## config.mk

```make
export PLATFORM = sky130hd
export DESIGN_NAME = snoop_bus_arbiter
export DESIGN_NICKNAME = d
export VERILOG_FILES = /design/src/rtl/bus_pkg.sv /design/src/rtl/rr_arbiter.sv /design/src/rtl/snoop_bus_arbiter.sv
export SDC_FILE = /design/constraint.sdc
export NUM_CORES = 1
export LEC_CHECK = 0
export ABC_CLOCK_PERIOD_IN_PS = 2300
export CORE_UTILIZATION = 48
export DETAILED_ROUTE_END_ITERATION = 7
export MAX_ROUTING_LAYER = met4
export PLACE_DENSITY = 0.8
export SETUP_SLACK_MARGIN = 0.3
export SLEW_MARGIN = 30
export SYNTH_ARGS = -nofsm -noshare
export SYNTH_HDL_FRONTEND = slang
export SYNTH_SLANG_ARGS = --single-unit
```

## constraint.sdc

```tcl
create_clock -name clock -period 2.3 [get_ports clock]
set_input_delay 0.23 -clock clock [delete_from_list [all_inputs] [get_ports clock]]
set_output_delay 0.23 -clock clock [all_outputs]
set_load 0.005 [all_outputs]
```

## src/rtl/bus_pkg.sv

```systemverilog
// Shared field positions, command encodings and FSM state codes for the snoop bus.
package bus_pkg;

   // Field widths of the cpu message and the returned bus word.
   localparam int unsigned MSG_W  = 10;
   localparam int unsigned BUS_W  = 11;
   localparam int unsigned ADDR_W = 3;
   localparam int unsigned DATA_W = 4;
   localparam int unsigned CMD_W  = 2;

   // Bit positions inside a cpu message.
   localparam int unsigned CMD_RD  = 9;
   localparam int unsigned CMD_WR  = 8;
   localparam int unsigned CMD_INV = 7;
   localparam int unsigned ADDR_LO = 4;
   localparam int unsigned DATA_LO = 0;

   // Bus command encodings.
   localparam logic [CMD_W-1:0] CMD_ENC_RD  = 2'b01;
   localparam logic [CMD_W-1:0] CMD_ENC_WR  = 2'b10;
   localparam logic [CMD_W-1:0] CMD_ENC_INV = 2'b11;

   // Arbiter FSM states.
   typedef logic [2:0] state_t;
   localparam state_t ST_IDLE  = 3'd0;
   localparam state_t ST_SNOOP = 3'd1;
   localparam state_t ST_RESP  = 3'd2;
   localparam state_t ST_MEM   = 3'd3;
   localparam state_t ST_DONE  = 3'd4;

   // Collapse the {readMiss, writeMiss, invalidate} bits, readMiss highest priority.
   function automatic logic [CMD_W-1:0] encode_cmd(input logic [2:0] bits);
      logic [CMD_W-1:0] enc;
      enc = '0;
      if (bits[2])      enc = CMD_ENC_RD;
      else if (bits[1]) enc = CMD_ENC_WR;
      else if (bits[0]) enc = CMD_ENC_INV;
      return enc;
   endfunction

   // Assemble one cpu_bus_in word.
   function automatic logic [BUS_W-1:0] bus_word(input logic snoop, input logic done,
                                                 input logic [CMD_W-1:0] cmd,
                                                 input logic [ADDR_W-1:0] addr,
                                                 input logic [DATA_W-1:0] data);
      return {snoop, done, cmd, addr, data};
   endfunction

endpackage

```

## src/rtl/rr_arbiter.sv

```systemverilog
// Combinational N_CPU-way round-robin picker; search starts just after last_grant.
module rr_arbiter #(
   parameter int unsigned N_CPU = 2,
   localparam int unsigned IDX_W = (N_CPU > 1) ? $clog2(N_CPU) : 1
) (
   input  logic [N_CPU-1:0] req,
   input  logic [IDX_W-1:0] last_grant,
   output logic             gnt_valid,
   output logic [IDX_W-1:0] gnt_idx
);

   int unsigned cand_c;

   // First requester found walking upward from last_grant+1, wrapping.
   always_comb begin
      gnt_valid = 1'b0;
      gnt_idx   = '0;
      cand_c    = 0;
      for (int unsigned k = 1; k <= N_CPU; k++) begin
         cand_c = (32'(last_grant) + k) % N_CPU;
         if (!gnt_valid && req[IDX_W'(cand_c)]) begin
            gnt_valid = 1'b1;
            gnt_idx   = IDX_W'(cand_c);
         end
      end
   end

endmodule

```

## src/rtl/snoop_bus_arbiter.sv

```systemverilog
// Snooping coherence bus sequencer: capture, round-robin grant, snoop broadcast,
// write-back collection, memory access and completion back to the requester.
module snoop_bus_arbiter import bus_pkg::*; #(
   parameter int unsigned N_CPU      = 2,
   parameter int unsigned SNOOP_WAIT = 2
) (
   input  logic                      clock,
   input  logic                      reset,
   input  logic [N_CPU*MSG_W-1:0]    cpu_bus_out,
   output logic [N_CPU*BUS_W-1:0]    cpu_bus_in,
   input  logic [N_CPU-1:0]          snoop_wb,
   input  logic [N_CPU*DATA_W-1:0]   snoop_data,
   output logic [ADDR_W-1:0]         mem_addr,
   output logic                      mem_we,
   output logic [DATA_W-1:0]         mem_wdata,
   input  logic [DATA_W-1:0]         mem_rdata
);

   localparam int unsigned IDX_W = (N_CPU > 1) ? $clog2(N_CPU) : 1;
   localparam int unsigned CNT_W = (SNOOP_WAIT > 1) ? $clog2(SNOOP_WAIT) : 1;

   state_t                            state_q, state_d;
   logic [N_CPU-1:0]                  pending_q, pending_d;
   logic [N_CPU-1:0][CMD_W-1:0]       msg_cmd_q, msg_cmd_d;
   logic [N_CPU-1:0][ADDR_W-1:0]      msg_addr_q, msg_addr_d;
   logic [IDX_W-1:0]                  last_grant_q, last_grant_d;
   logic [IDX_W-1:0]                  win_q, win_d;
   logic [CMD_W-1:0]                  cmd_q, cmd_d;
   logic [ADDR_W-1:0]                 addr_q, addr_d;
   logic [CNT_W-1:0]                  cnt_q, cnt_d;
   logic                              wb_valid_q, wb_valid_d;
   logic [IDX_W-1:0]                  wb_idx_q, wb_idx_d;
   logic [DATA_W-1:0]                 wb_data_q, wb_data_d;
   logic [N_CPU*BUS_W-1:0]            cpu_bus_in_q, cpu_bus_in_d;
   logic [ADDR_W-1:0]                 mem_addr_q, mem_addr_d;
   logic                              mem_we_q, mem_we_d;
   logic [DATA_W-1:0]                 mem_wdata_q, mem_wdata_d;

   logic [IDX_W-1:0]                  rr_last_c;
   logic                              gnt_valid_c;
   logic [IDX_W-1:0]                  gnt_idx_c;
   logic [N_CPU-1:0]                  clr_c;
   logic                              try_grant_c;
   logic [DATA_W-1:0]                 fill_c;
   logic                              cur_any_c;
   logic [IDX_W-1:0]                  cur_idx_c;
   logic [DATA_W-1:0]                 cur_data_c;
   logic [2:0]                        req_bits_c;
   logic [N_CPU*DATA_W-1:0]           msg_data_unused;

   // Leaving DONE, the pointer must already reflect the transaction just finished.
   assign rr_last_c = (state_q == ST_DONE) ? win_q : last_grant_q;

   rr_arbiter #(.N_CPU(N_CPU)) u_rr (
      .req        (pending_q),
      .last_grant (rr_last_c),
      .gnt_valid  (gnt_valid_c),
      .gnt_idx    (gnt_idx_c)
   );

   // Message data field is carried on the bus but not needed for sequencing.
   always_comb begin
      msg_data_unused = '0;
      for (int unsigned i = 0; i < N_CPU; i++) begin
         msg_data_unused[i*DATA_W +: DATA_W] = cpu_bus_out[i*MSG_W + DATA_LO +: DATA_W];
      end
   end

   // Lowest-index snoop responder in the current cycle.
   always_comb begin
      cur_any_c  = 1'b0;
      cur_idx_c  = '0;
      cur_data_c = '0;
      for (int unsigned i = 0; i < N_CPU; i++) begin
         if (!cur_any_c && snoop_wb[i]) begin
            cur_any_c  = 1'b1;
            cur_idx_c  = IDX_W'(i);
            cur_data_c = snoop_data[i*DATA_W +: DATA_W];
         end
      end
   end

   // Next-state, capture and registered-output computation.
   always_comb begin
      state_d      = state_q;
      pending_d    = pending_q;
      msg_cmd_d    = msg_cmd_q;
      msg_addr_d   = msg_addr_q;
      last_grant_d = last_grant_q;
      win_d        = win_q;
      cmd_d        = cmd_q;
      addr_d       = addr_q;
      cnt_d        = cnt_q;
      wb_valid_d   = wb_valid_q;
      wb_idx_d     = wb_idx_q;
      wb_data_d    = wb_data_q;
      cpu_bus_in_d = '0;
      mem_addr_d   = '0;
      mem_we_d     = 1'b0;
      mem_wdata_d  = '0;
      clr_c        = '0;
      try_grant_c  = 1'b0;
      fill_c       = '0;
      req_bits_c   = '0;

      case (state_q)
         ST_IDLE: try_grant_c = 1'b1;
         ST_SNOOP: begin
            state_d = ST_RESP;
            cnt_d   = '0;
         end
         ST_RESP: begin
            if (cur_any_c && (!wb_valid_q || (cur_idx_c < wb_idx_q))) begin
               wb_idx_d  = cur_idx_c;
               wb_data_d = cur_data_c;
            end
            wb_valid_d = wb_valid_q | cur_any_c;
            if (cnt_q == CNT_W'(SNOOP_WAIT - 1)) begin
               if ((cmd_q == CMD_ENC_RD) || ((cmd_q == CMD_ENC_WR) && wb_valid_d)) begin
                  state_d = ST_MEM;
               end else begin
                  state_d = ST_DONE;
               end
            end else begin
               cnt_d = cnt_q + CNT_W'(1);
            end
         end
         ST_MEM: begin
            fill_c  = wb_valid_q ? wb_data_q : mem_rdata;
            state_d = ST_DONE;
         end
         ST_DONE: begin
            last_grant_d = win_q;
            state_d      = ST_IDLE;
            try_grant_c  = 1'b1;
         end
         default: state_d = ST_IDLE;
      endcase

      if (try_grant_c && gnt_valid_c) begin
         win_d             = gnt_idx_c;
         cmd_d             = msg_cmd_q[gnt_idx_c];
         addr_d            = msg_addr_q[gnt_idx_c];
         clr_c[gnt_idx_c]  = 1'b1;
         wb_valid_d        = 1'b0;
         wb_idx_d          = '0;
         wb_data_d         = '0;
         state_d           = ST_SNOOP;
      end

      // A new message is taken only if the slot is free or being granted this edge.
      for (int unsigned i = 0; i < N_CPU; i++) begin
         pending_d[i] = pending_q[i] & ~clr_c[i];
         req_bits_c   = cpu_bus_out[i*MSG_W + CMD_INV +: 3];
         if ((|req_bits_c) && (!pending_q[i] || clr_c[i])) begin
            pending_d[i]  = 1'b1;
            msg_cmd_d[i]  = encode_cmd(req_bits_c);
            msg_addr_d[i] = cpu_bus_out[i*MSG_W + ADDR_LO +: ADDR_W];
         end
      end

      case (state_d)
         ST_SNOOP: begin
            for (int unsigned j = 0; j < N_CPU; j++) begin
               if (IDX_W'(j) != win_d) begin
                  cpu_bus_in_d[j*BUS_W +: BUS_W] = bus_word(1'b1, 1'b0, cmd_d, addr_d, '0);
               end
            end
         end
         ST_MEM: begin
            mem_addr_d  = addr_d;
            mem_we_d    = wb_valid_d;
            mem_wdata_d = wb_valid_d ? wb_data_d : '0;
         end
         ST_DONE: begin
            cpu_bus_in_d[32'(win_d)*BUS_W +: BUS_W] = bus_word(1'b0, 1'b1, cmd_d, addr_d, fill_c);
         end
         default: ;
      endcase
   end

   // State and output registers; reset leaves CPU0 first in line.
   always_ff @(posedge clock or posedge reset) begin
      if (reset) begin
         state_q      <= ST_IDLE;
         pending_q    <= '0;
         msg_cmd_q    <= '0;
         msg_addr_q   <= '0;
         last_grant_q <= IDX_W'(N_CPU - 1);
         win_q        <= '0;
         cmd_q        <= '0;
         addr_q       <= '0;
         cnt_q        <= '0;
         wb_valid_q   <= 1'b0;
         wb_idx_q     <= '0;
         wb_data_q    <= '0;
         cpu_bus_in_q <= '0;
         mem_addr_q   <= '0;
         mem_we_q     <= 1'b0;
         mem_wdata_q  <= '0;
      end else begin
         state_q      <= state_d;
         pending_q    <= pending_d;
         msg_cmd_q    <= msg_cmd_d;
         msg_addr_q   <= msg_addr_d;
         last_grant_q <= last_grant_d;
         win_q        <= win_d;
         cmd_q        <= cmd_d;
         addr_q       <= addr_d;
         cnt_q        <= cnt_d;
         wb_valid_q   <= wb_valid_d;
         wb_idx_q     <= wb_idx_d;
         wb_data_q    <= wb_data_d;
         cpu_bus_in_q <= cpu_bus_in_d;
         mem_addr_q   <= mem_addr_d;
         mem_we_q     <= mem_we_d;
         mem_wdata_q  <= mem_wdata_d;
      end
   end

   assign cpu_bus_in = cpu_bus_in_q;
   assign mem_addr   = mem_addr_q;
   assign mem_we     = mem_we_q;
   assign mem_wdata  = mem_wdata_q;

endmodule

```

======== Word-level counts from Yosys, hierarchy flattened ========
Cells that the tools add are included.
word-level totals
  register bits ........................... 59
  input port bits ......................... 36
cells by class
  $add $sub $neg .......................... 4
  multipliers ............................. 1
  $lt $le $gt $ge ......................... 5
  eq/ne operators ......................... 9
  shift-type cells ........................ 2
  multiplexer cells ....................... 56
  bitwise gates (word level) .............. 6
  reduce and logical (&&, ||, !) cells .... 25
operators with widths
  kind                        number
  $pmux W22 S2                1
  $mux W4                     9
  $neg A5 Y34                 1
  $shift A11 B34 Y22 const A  1
  $shiftx A11 B34 Y22         1
  $mux W1                     24
  $and A22 B22 Y22            1
  $mux W11                    2
  $mux W3                     7
  $mux W2                     10
  $pmux W3 S4                 1
  $eq A3 B2 Y1 const B        3
  $logic_and A1 B1 Y1         8
  $eq A3 B1 Y1 const B        2
  $eq A3 B3 Y1 const B        2
  $lt A1 B2 Y1 const B        3
  $reduce_bool A2 Y1          3
  $reduce_or A3 Y1            2
  $logic_not A1 Y1            5
  $mul A1 B4 Y5 const B       1
  $logic_or A1 B1 Y1          4
  $add A1 B1 Y1 const B       3
  $logic_not A3 Y1            1
  $and A1 B1 Y1               2
  10 further kinds            11

======== Logic depth before layout (Yosys ltp) ========
  depth in word-level cells ............... 17
  gate-level depth with buffers ........... 6
  gate-level depth less buffers ........... 5

======== Modules after synthesis ========
Synthesis repeated with hierarchy kept, for this count alone.
unflattened totals
  cells, all modules ...................... 216
  area total of the unflattened synthesis .. 2433.6 um^2
modules (own cells, without submodules)
  module             instances  cells each  area each (um^2)  sequential area each (um^2)
  snoop_bus_arbiter  1          214         2419.8            1477.7
  rr_arbiter         1          2           13.8              0.0

======== Least setup slack after synthesis ========
OpenSTA, ideal clock, no wires.
  path kind ............................... register to register
  start point ............................. register state_q[2]
  end point ............................... register msg_addr_q[3] (netlist bit)
  setup time .............................. 0.125 ns
  arrival time ............................ 1.589 ns
  slack ................................... 0.586 ns
  stages on the path, launching flop included .. 5
  path buffers ............................ 0
  clock period less this slack ............ 1.714 ns
  cells stage by stage .................... dfrtp_1 > mux2_2 > a21o_1 > a21oi_2 > mux2_2
between the ends
  cells in the longest elaborated chain, start to end .. 16
RTL lines
  element                                                                    line                                               text
  start, declared                                                            snoop_bus_arbiter.sv:22                            state_t state_q, state_d;
  start signal, assigned                                                     snoop_bus_arbiter.sv:202                           state_q <= state_d;
  $eq A3 B3 Y1                                                               snoop_bus_arbiter.sv:52, snoop_bus_arbiter.sv:106
  $mux W1                                                                    n/a
  $add A1 B1 Y1                                                              rr_arbiter.sv:20                                   cand_c = (32'(last_grant) + k) % N_CPU;
  $mux W1 (not written as such) (2 in a row)                                 rr_arbiter.sv:21                                   if (!gnt_valid && req[IDX_W'(cand_c)]) begin
  $mux W1                                                                    rr_arbiter.sv:21
  $logic_not A1 Y1                                                           rr_arbiter.sv:21
  $logic_and A1 B1 Y1                                                        rr_arbiter.sv:21
  $mux W1                                                                    rr_arbiter.sv:21
  $lt A1 B2 Y1 (not written as such) / $ge A1 B1 Y1 (equally long branches)  snoop_bus_arbiter.sv:144                           clr_c[gnt_idx_c] = 1'b1;
  $logic_and A1 B1 Y1 (not written as such)                                  snoop_bus_arbiter.sv:144
  $mux W1 (not written as such)                                              snoop_bus_arbiter.sv:144
  $demux W1 S1                                                               snoop_bus_arbiter.sv:144
  $mux W2 *                                                                  snoop_bus_arbiter.sv:140                           if (try_grant_c && gnt_valid_c) begin
  $logic_or A1 B1 Y1 *                                                       snoop_bus_arbiter.sv:155                           if ((|req_bits_c) && (!pending_q[i] || clr_c[i])) begin
  $logic_and A1 B1 Y1 *                                                      snoop_bus_arbiter.sv:155
  end signal, assigned                                                       snoop_bus_arbiter.sv:205                           msg_addr_q <= msg_addr_d;
  end, declared                                                              snoop_bus_arbiter.sv:25                            logic [N_CPU-1:0][ADDR_W-1:0] msg_addr_q, msg_addr_d;
Mark *: on every way between the ends. The rest lies on a longest branch, timed or not. The select of a mux whose other input is x is not followed.
A chain may end at the register's enable or synchronous reset.

======== Final worst setup path ========
  start point ............................. register state_q[0]
  end point ............................... register mem_wdata_q[3], in the netlist mem_wdata[3]
between the ends
  cells in the longest elaborated chain, start to end .. 13
RTL lines
  element                                         line                                                text
  $eq A3 B3 Y1                                    snoop_bus_arbiter.sv:52, snoop_bus_arbiter.sv:106
  $mux W1                                         n/a
  $add A1 B1 Y1                                   rr_arbiter.sv:20
  $mux W1 (not written as such) (2 in a row)      rr_arbiter.sv:21
  $mux W1                                         rr_arbiter.sv:21
  $logic_not A1 Y1                                rr_arbiter.sv:21
  $logic_and A1 B1 Y1                             rr_arbiter.sv:21
  $mux W1                                         rr_arbiter.sv:21
  $logic_and A1 B1 Y1                             snoop_bus_arbiter.sv:140
  $mux W3 (tied with other cells)                 snoop_bus_arbiter.sv:140
  $eq A3 B2 Y1 / $mux W4 (equally long branches)  snoop_bus_arbiter.sv:162, snoop_bus_arbiter.sv:173
  $mux W4 *                                       snoop_bus_arbiter.sv:162                            case (state_d)
  net mem_wdata_d[3]                              snoop_bus_arbiter.sv:37                             logic [DATA_W-1:0] mem_wdata_q, mem_wdata_d;
  end signal, assigned                            snoop_bus_arbiter.sv:217                            mem_wdata_q <= mem_wdata_d;
  end, declared                                   snoop_bus_arbiter.sv:37
Mark *: on every way through the listed nets, which the timed path passes. The rest lies on a longest branch. The select of a mux whose other input is x is not followed.

==> metrics.cfg <==
[timing]
maxClockFrequency_ghz = 0.524
unrepaired_setup_endpoints_after_global_routing = yes
fin_skew_ps = 9.03
transition_time_of_the_tightest_slew_check_pin_ps = 559
timing.max_slew.rel_slack_pct = 62.3
final.setup.tns_ps = 0
setup_viol = 0
number_of_hold_violations_in_the_final_report = 0
final-max-slew-violation-count = 0
fin_crit_sh_pct = 82.9
layout_min_cycle_time_ps = 1910

[global_route]
grt_first_pass_wirelength_mm = 8.45
groute.usage.overall_pct = 21.6
grt.overflow.total = 0
pin_count_of_the_biggest_net_entering_global_routing = 60
first_global_vias = 1876
grt_antenna_before_repair = 0

[setup_path]
cp_cell_sequence = buf_4 -> nor3b_4 -> o21a_1 -> o2111ai_1 -> nor4_1
critical-path-max-stage-delay_ps = 440
worst-r2r-setup-slack_ps = 390
timing.setup.critical_path_class = reg -> reg
worst_r2r_endpoint = mem_wdata[3]
crit-reg2reg-launch = state_q[0]
end_kind = flop
timing.critical_path.slowest_stage_cell = sky130_fd_sc_hd__dfrtp_1
arrival_ps = 2140
timing.critical_path.fanout_max = 7
critPathLaunchType = flop
critPathRequiredTime_ps = 2530
reg2regPathDepth = 5

[floorplan]
num_rows = 26
chipHeight_um = 74.8
core_region_area_mm2 = 0.00511
ios = 66
starting_density_of_the_core_pct = 49.8
die_outline_area_mm2 = 0.00560
die_width_um = 74.8

[clock_network]
cts.sinks = 59
postCtsSetupBuffers = 0
clockRootBuffer = sky130_fd_sc_hd__clkbuf_8
clkSlewWorstSetupHoldPaths_ps = 70
ctsLongestPathBuffers = 2
tritoncts = built
clk_latency_worst_skew_pair_ps = 330
cts-buffers-inserted = 9
clock_tree.htree_level_count = 3

[drt]
drc_errors = 0
drtPass1Iterations = 4
via_per_inst = 5.43
aggregate_routed_wire_length_mm = 5.53
dr_total_vias = 2041
initialDrtViolationCount = 181
detail_route.wl_per_cell_um = 14.7
ant_nets = 0

[layout]
final_layout_size_suffix_gt1_share_pct = 14.4
area_growth_syn_to_layout_pct = 33.8
diodes = 0
final_net_count = 337

[synth]
synthesis.area_per_instance_um2 = 10.9
synth_enable_flop_cells = 0
synthMostInstantiatedCell = sky130_fd_sc_hd__dfrtp_1
share_of_the_synthesized_area_in_the_top_cell_type_pct = 57.0
seq_total_area_yosys_pct = 58.1
synth.lib_cells_used.distinct = 44
yosys_register_bits = 59
netlist_top_cells_area = sky130_fd_sc_hd__dfrtp_1, sky130_fd_sc_hd__mux2_2, sky130_fd_sc_hd__nor2_1
post_synth_instance_area_mm2 = 0.00254
synth_async_sr_flop_share_pct = 100
synth_common_cells = sky130_fd_sc_hd__dfrtp_1, sky130_fd_sc_hd__nor2_1, sky130_fd_sc_hd__a21oi_1, sky130_fd_sc_hd__nand2_1, sky130_fd_sc_hd__nor3_1
synth_flop_cell = sky130_fd_sc_hd__dfrtp_1
yosysTopAreaCell = sky130_fd_sc_hd__dfrtp_1
post_synth_inst_count = 234
mappedNetlistNets = 270
synth-warning-count = 0

[flow_run]
timing.max_cap.violations = 0

[outcome]
status = complete, no violations

[power_and_ir_drop]
peakVddDrop_uv = 639
powerDensity_mw_per_mm2 = 1220
totalPowerFinal_uw = 4150
cellLeakagePower_uw = 0.00144

[place]
place.port_buffers = 57
gp_congestion = 0.835
detailed_place_hpwl_mm = 3.80

[hold_path]
hold_path_class = in -> async

[routing by layer]
metal	GRT usage [%]	wire, µm	vias to the layer above	part of all wire [%]
li1	-	-	979	-
met1	27.0	2540	984	46
met2	31.9	2640	68	48
met3	7.10	252	10	4.6
met4	9.85	101	0	1.8
met5	-	0	-	0
[area by class of cell]
type | count | area (µm²)
inverters | 10 | 37.5
repair buffers | 62 | 621
multi-input cells | 159 | 1010
well taps | 70 | 87.6
fillers | 402 | 1700
clock buffers | 10 | 128
flip-flops and latches | 59 | 1480
clock inverters | 6 | 41.3
[what timing repair did]
| action | in CTS | in global routing |
|---|---|---|
| hold endpoints to repair | 0 | 0 |
| resized for setup | 0 | 1 |
| hold buffers | 0 | 0 |
| setup endpoints to repair | 0 | 7 |
[flip-flops by register name, indices dropped and copies added (netlist names)]
register / count
wb_valid_q: 1
addr_q: 3
wb_idx_q: 1
last_grant_q: 1
win_q: 1
msg_cmd_q: 4
cmd_q: 2
cnt_q: 1
state_q: 3
mem_wdata: 4
msg_addr_q: 6
mem_addr: 3
mem_we: 1
cpu_bus_in: 22
pending_q: 2
wb_data_q: 4
[metrics by stage]
| stage | setup WS, ps | util [%] | area (µm²) | hold slack (ps) | std cells |
|---|---|---|---|---|---|
| global placement | 283 | 62.9 | 3210 | 504 | 359 |
| global route | 289 | 66.7 | 3400 | 304 | 376 |
| detailed placement | 218 | 62.9 | 3210 | 516 | 359 |
| floorplan | 586 | - | 2540 | 315 | 234 |
| CTS | 323 | 66.2 | 3380 | 274 | 375 |
| finish | 392 | 66.7 | 3400 | 266 | 376 |
[cell usage in the layout, fill, tap and decap left out, types with 2 or more instances in the layout]
cell / instances
sky130_fd_sc_hd__a211oi_1: 5
sky130_fd_sc_hd__a21boi_0: 2
sky130_fd_sc_hd__a21o_1: 3
sky130_fd_sc_hd__a21oi_1: 15
sky130_fd_sc_hd__a22o_1: 4
sky130_fd_sc_hd__a2bb2oi_1: 4
sky130_fd_sc_hd__a31oi_1: 3
sky130_fd_sc_hd__and2_1: 5
sky130_fd_sc_hd__and3_1: 2
sky130_fd_sc_hd__buf_4: 4
sky130_fd_sc_hd__clkbuf_8: 9
sky130_fd_sc_hd__clkdlybuf4s50_1: 57
sky130_fd_sc_hd__clkinv_2: 2
sky130_fd_sc_hd__clkinvlp_4: 3
sky130_fd_sc_hd__dfrtp_1: 58
sky130_fd_sc_hd__inv_1: 7
sky130_fd_sc_hd__inv_2: 3
sky130_fd_sc_hd__mux2_2: 12
sky130_fd_sc_hd__nand2_1: 14
sky130_fd_sc_hd__nand2b_1: 4
sky130_fd_sc_hd__nand3_1: 4
sky130_fd_sc_hd__nor2_1: 25
sky130_fd_sc_hd__nor2b_1: 5
sky130_fd_sc_hd__nor3_1: 14
sky130_fd_sc_hd__nor3b_1: 2
sky130_fd_sc_hd__nor4_1: 4
sky130_fd_sc_hd__o21a_1: 3
sky130_fd_sc_hd__o21ai_0: 9
sky130_fd_sc_hd__o21ai_1: 3
sky130_fd_sc_hd__o22ai_1: 2
[report_power, final]
group          total (µW)  leakage, µW  switching, µW  internal (µW)
Combinational        1740     0.000611            924            813
Clock                 803    0.0000787            414            390
Sequential           1610     0.000748            238           1370
Total                4150      0.00144           1580           2570
[how the worst max path moves through the flow]
stage                      startpoint       endpoint  slack (ps)
after global routing       state_q[0]   mem_wdata[3]         290
after global placement    snoop_wb[0]   mem_wdata[3]         280
after floorplan            state_q[2]  msg_addr_q[3]         590
after CTS                  state_q[0]   mem_wdata[3]         320
after detailed placement  snoop_wb[0]   mem_wdata[3]         220
final                      state_q[0]   mem_wdata[3]         390
[worst max-delay path: cells and delay by family (launching register included)]
kind,cells,cell delay [ps]
and+or+nand+nor,2,630
AOI/OAI and AO/OA,2,540
DFF,1,440
buffers and inverters,1,200
[kinds of logic after synthesis]
kind of cell | after synthesis | synth area share [%]
compound gates | 59 | 16.2
buf+inv | 17 | 3.00
flops | 59 | 58.1
mux | 13 | 5.70
simple gates | 86 | 17.1
No activity file was read; power rests on OpenSTA's default activity.
==> variant 1 (config.mk and constraints unchanged) <==
The package constant `CMD_INV` goes from 7 to 6.
--- a/src/rtl/bus_pkg.sv
+++ b/src/rtl/bus_pkg.sv
@@ -12,5 +12,5 @@
    localparam int unsigned CMD_RD  = 9;
    localparam int unsigned CMD_WR  = 8;
-   localparam int unsigned CMD_INV = 7;
+   localparam int unsigned CMD_INV = 6;
    localparam int unsigned ADDR_LO = 4;
    localparam int unsigned DATA_LO = 0;
Check against the original RTL: not equivalent (a bounded check fails within 4 cycles, from zero or initial values and one cycle with reset high).
==> variant 1 against the unedited design <==
  * Area after synthesis is 3.5% lower
  * Sequential share of layout area is 1.4 points higher
  * Final area is 3.1% lower
  * Combinational power is 6% lower
  * Total power hardly changed
  * Routed wire length is 9.6% lower
  * Largest cell class unchanged
  * Critical endpoint is now mem_addr[0]
  * Die area is 3.4% lower
  * Sequential cell count stayed put
  * Worst setup slack better by 78 ps
==> variant 1: results (changes against the unedited design) <==
grt_util_met2_pct: 32.9  # +0.99 points
ys.flop_type: "dfrtp_1"
crit_path_end: "mem_addr[0]"
skew_ps: 4.14  # -4.89 ps
vias: 1782  # -13%
clk_pin_slew_worst_paths_ps: 60
h-tree-depth: 3  # unchanged
n_antenna_cell: 0  # unchanged
rrSetupSlack_ps: 470  # +80 ps
grt_pass1_wl_um: 8280  # -2.0%
ctsResizeCount: 0  # unchanged
dr.first_iter.drc_count: 115  # -36%
synth_fp_nets: 246  # -8.9%
outcome: "completed"
p_leak_nw: 1.50  # +4.2%
hold_path_class: "input port to asynchronous set/reset pin"
r2r_cells: 5  # unchanged
dr.pass1.iters: 4  # unchanged
cts_max_path_buffers: 2  # unchanged
async_flop_share_pct: 100  # unchanged
cts_buffers: 9  # unchanged
fillers: 380  # -5.5%
arrival_ps: 2040  # -100 ps
layout-drive-gt1-share_pct: 17.9  # +3.5 points
yosysWarnings: 0  # unchanged
synthTopCellsByCount: "dfrtp_1 (58), nor2_1 (21), nand2_1 (17), inv_1 (12), a21oi_1 (9)"
critPathMaxFanout: 7  # unchanged
finalWeightedCongestion: 0.830  # -0.60%
nNetsFinal: 311  # -7.7%
vdd_drop_max_mv: 0.786  # +23%
maxSlewViolCount: 0  # unchanged
clockRootBuffer: "clkbuf_8"
synth_cell_type_count: 45  # +2.3%
grt_use_met3_pct: 5.21  # -1.9 points
antenna_found_initial: 0  # unchanged
largest_reg_flops: 22  # unchanged
wl_per_cell_um: 14.5  # -1.7%
port_buffers: 55  # -3.5%
yosys-top-cells-area: "dfrtp_1 (59%), mux2_2 (3.7%), mux2i_1 (3.3%)"
cts_setup_buffers: 0  # unchanged
use_met1_pct: 27.1  # +0.091 points
startpoint: "state_q[0]"
synth_seq_area_share_pct: 60.2  # +2.1 points
hpwlAfterDp_um: 3510  # -7.6%
grt_start_max_net_pins: 60  # unchanged
insertion_delay_ps: 330  # about the same
relSlewSlack_pct: 70.4  # +8.1 points
gr-usage-all-layers_pct: 21.9  # +0.33 points
grt_pass1_vias: 1728  # -7.9%
## variant 1: worst min path at each step
stage,start,end,slack [ps],cells past startpoint
floorplan,cpu_bus_out[18],msg_cmd_q[3],320,1
global placement,state_q[2],state_q[1],490,1
global route,reset,cpu_bus_in[16],320,3
CTS,reset,cpu_bus_in[10],280,3
finish,reset,cpu_bus_in[10],280,3
detailed placement,msg_addr_q[0],msg_addr_q[0],510,1
## variant 1: per-stage QoR
stage / setup WS (ps) / std cells / area (µm²)
after floorplan: 615 / 210 / 2460
after global placement: 373 / 331 / 3110
after detailed placement: 293 / 331 / 3110
after CTS: 478 / 346 / 3300
after global routing: 352 / 346 / 3300
final: 470 / 346 / 3300
## variant 1: metal layers
metal | vias up | wire (µm)
met2 | 49 | 2490
met3 | 6 | 213
met1 | 874 | 2220
li1 | 853 | -
met4 | 0 | 79
met5 | - | 0
## variant 1: layout make-up
type | instances | area [µm²] | area share [%]
Clock inverter | 2 | 35.0 | 1.06
Inverter | 13 | 48.8 | 1.48
Timing Repair Buffer | 59 | 593 | 18.0
Sequential cell | 59 | 1480 | 44.8
Clock buffer | 13 | 159 | 4.81
Tap cell | 67 | 83.8 | 2.54
Multi-Input combinational cell | 133 | 903 | 27.4
## variant 1: cells by family after synthesis
| logic type | synth area share, % |
|---|---|
| buf+inv | 3.06 |
| mux | 8.15 |
| compound gates | 14.1 |
| simple gates | 14.6 |
| flops | 60.2 |
## variant 1: report_power, final
group          internal [mW]  switching (mW)
logic                  0.774           0.866
registers               1.37           0.214
clock network          0.553           0.371
total                   2.69            1.45
## variant 1: critical path: stages (launching register included)
cell	delay (ps)
dfrtp_1	490
nor2_4	240
o21a_1	380
mux2i_1	330
a21oi_2	110
and2_1	160
==> variant 2 (same flow settings) <==
Made on the original files. Take the reset off `msg_addr_q` and load it in a clocked block of its own.
--- a/src/rtl/snoop_bus_arbiter.sv
+++ b/src/rtl/snoop_bus_arbiter.sv
@@ -186,5 +186,4 @@
          pending_q    <= '0;
          msg_cmd_q    <= '0;
-         msg_addr_q   <= '0;
          last_grant_q <= IDX_W'(N_CPU - 1);
          win_q        <= '0;
@@ -203,5 +202,4 @@
          pending_q    <= pending_d;
          msg_cmd_q    <= msg_cmd_d;
-         msg_addr_q   <= msg_addr_d;
          last_grant_q <= last_grant_d;
          win_q        <= win_d;
@@ -219,4 +217,8 @@
    end
 
+   always_ff @(posedge clock) begin
+      msg_addr_q <= msg_addr_d;
+   end
+
    assign cpu_bus_in = cpu_bus_in_q;
    assign mem_addr   = mem_addr_q;
Formal check against the unedited RTL: same outputs for any inputs over 10 cycles, from zero or initial values and one cycle with reset high; that may be too few to reach the edited logic, so the function may still have changed.
==> variant 2 against the unedited design <==
  * Non-clock buffer count fell by 1
  * Largest cell class unchanged
  * Final area fell by 4.0%
  * Total power fell by 2.7%
  * Routed wire length fell by 14%
  * Final cell count fell by 9.0%
  * Worst setup slack improved by 92 ps
  * Fmax rose by 5.1%
  * Sequential cell count did not move
  * Area after synthesis fell by 6.3%
  * Combinational power fell by 20%
==> variant 2: results (changes against the unedited design) <==
grt_use_met3_pct: 6.39  # -0.71 points
vdd_drop_max_mv: 0.683  # +6.9%
clk_share_pct: 6.97  # +2.0 points
dr.first_iter.drc_count: 93  # -49%
fillers: 362  # -10%
async_flop_share_pct: 89.8  # -10 points
arrival_ps: 2020  # -120 ps
outcome: "completed"
coreArea_um2: 4750  # -6.9%
cpPeakStageDelay_ps: 470  # +30 ps
vias_per_cell: 4.98  # -8.3%
drt-met1-wl_um: 2110  # -17%
seqAreaFraction_pct: 46.1  # +2.7 points
final_cell_count_no_fill: 342  # -9.0%
synth_cell_type_count: 41  # -6.8%
synthTopCellsByCount: "dfrtp_1 (52), nor2_1 (24), nand2_1 (15), a21oi_1 (13), inv_1 (12)"
n_all_inverters: 12  # +2
layout-drive-gt1-share_pct: 15.3  # +0.89 points
multi_input_area_share_pct: 24.6  # -5.2 points
grt_start_max_net_pins: 26  # -57%
buffers: 61  # -1.6%
synth-edff-count: 6  # +6
skew_ps: 9.50  # +0.471 ps
n_antenna_cell: 0  # unchanged
hpwlAfterDp_um: 3470  # -8.7%
grt_pass1_vias: 1682  # -10%
finalWeightedCongestion: 0.796  # -4.8%
final.clkbuf_count: 12  # +2
muxShareOfSynthArea_pct: 6.61  # +0.91 points
p_leak_nw: 1.46  # +1.7%
wl_met2_um: 2310  # -13%
relSlewSlack_pct: 66.4  # +4.1 points
setup-tns-final_ps: 0  # unchanged
use_met1_pct: 25.2  # -1.8 points
hold_path_class: "input port to asynchronous set/reset pin"
critPathMaxFanout: 10  # +3
synth_fp_nets: 239  # -11%
grt_util_met2_pct: 33.9  # +1.9 points
multi_input_area_um2: 803  # -21%
synth_area_per_cell_um2: 11.7  # +8.0%
largest_reg_flops: 22  # unchanged
met3_length_um: 275  # +9.1%
area_share_nonclk_buffers_pct: 18.4  # +0.15 points
grt_pass1_wl_um: 7920  # -6.3%
place_inst: 326  # -9.2%
synth_fa_ha_area_share_pct: 0  # unchanged
place_area_um2: 3040  # -5.4%
gr-usage-all-layers_pct: 21.3  # -0.32 points
ctsResizeCount: 0  # unchanged
yosys-top-cells-area: "dfrtp_1 (55%), edfxtp_1 (7.6%), mux2i_1 (3.8%)"
nNetsFinal: 306  # -9.2%
post-place-ws_ps: 312  # +93.5 ps
synth_compound_area_share_pct: 11.8  # -4.4 points
wl_um: 4750  # -14%
-- variant 2: changes by cell type in the layout (fill, tap and decap cells not counted), sizes merged, moves of 3 or more --
| cell | change |
|---|---|
| mux2i | +8 |
| dfrtp | -6 |
| edfxtp | +6 |
| mux2 | -6 |
| nor3 | -6 |
| a211oi | -4 |
| nor4 | -4 |
| a2bb2oi | -3 |
| a31oi | -3 |
| nand3 | -3 |
| o2111ai | -3 |
-- variant 2: power by group --
part	total, mW	switching (mW)	internal (mW)
registers	1.57	0.199	1.38
logic	1.40	0.748	0.652
clock network	1.06	0.391	0.668
-- variant 2: path summary, 6_finish.rpt --
check                                endpoint  cells past startpoint  slack (ps)
worst max-delay path            cpu_bus_in[4]                      5         480
worst min-delay path            cpu_bus_in[1]                      2         250
worst max register to register  cpu_bus_in[4]                      5         480
worst min register to register  cpu_bus_in[6]                      2         520
max in group asynchronous        last_grant_q                      3        1380
min in group clock              msg_addr_q[2]                      1         450
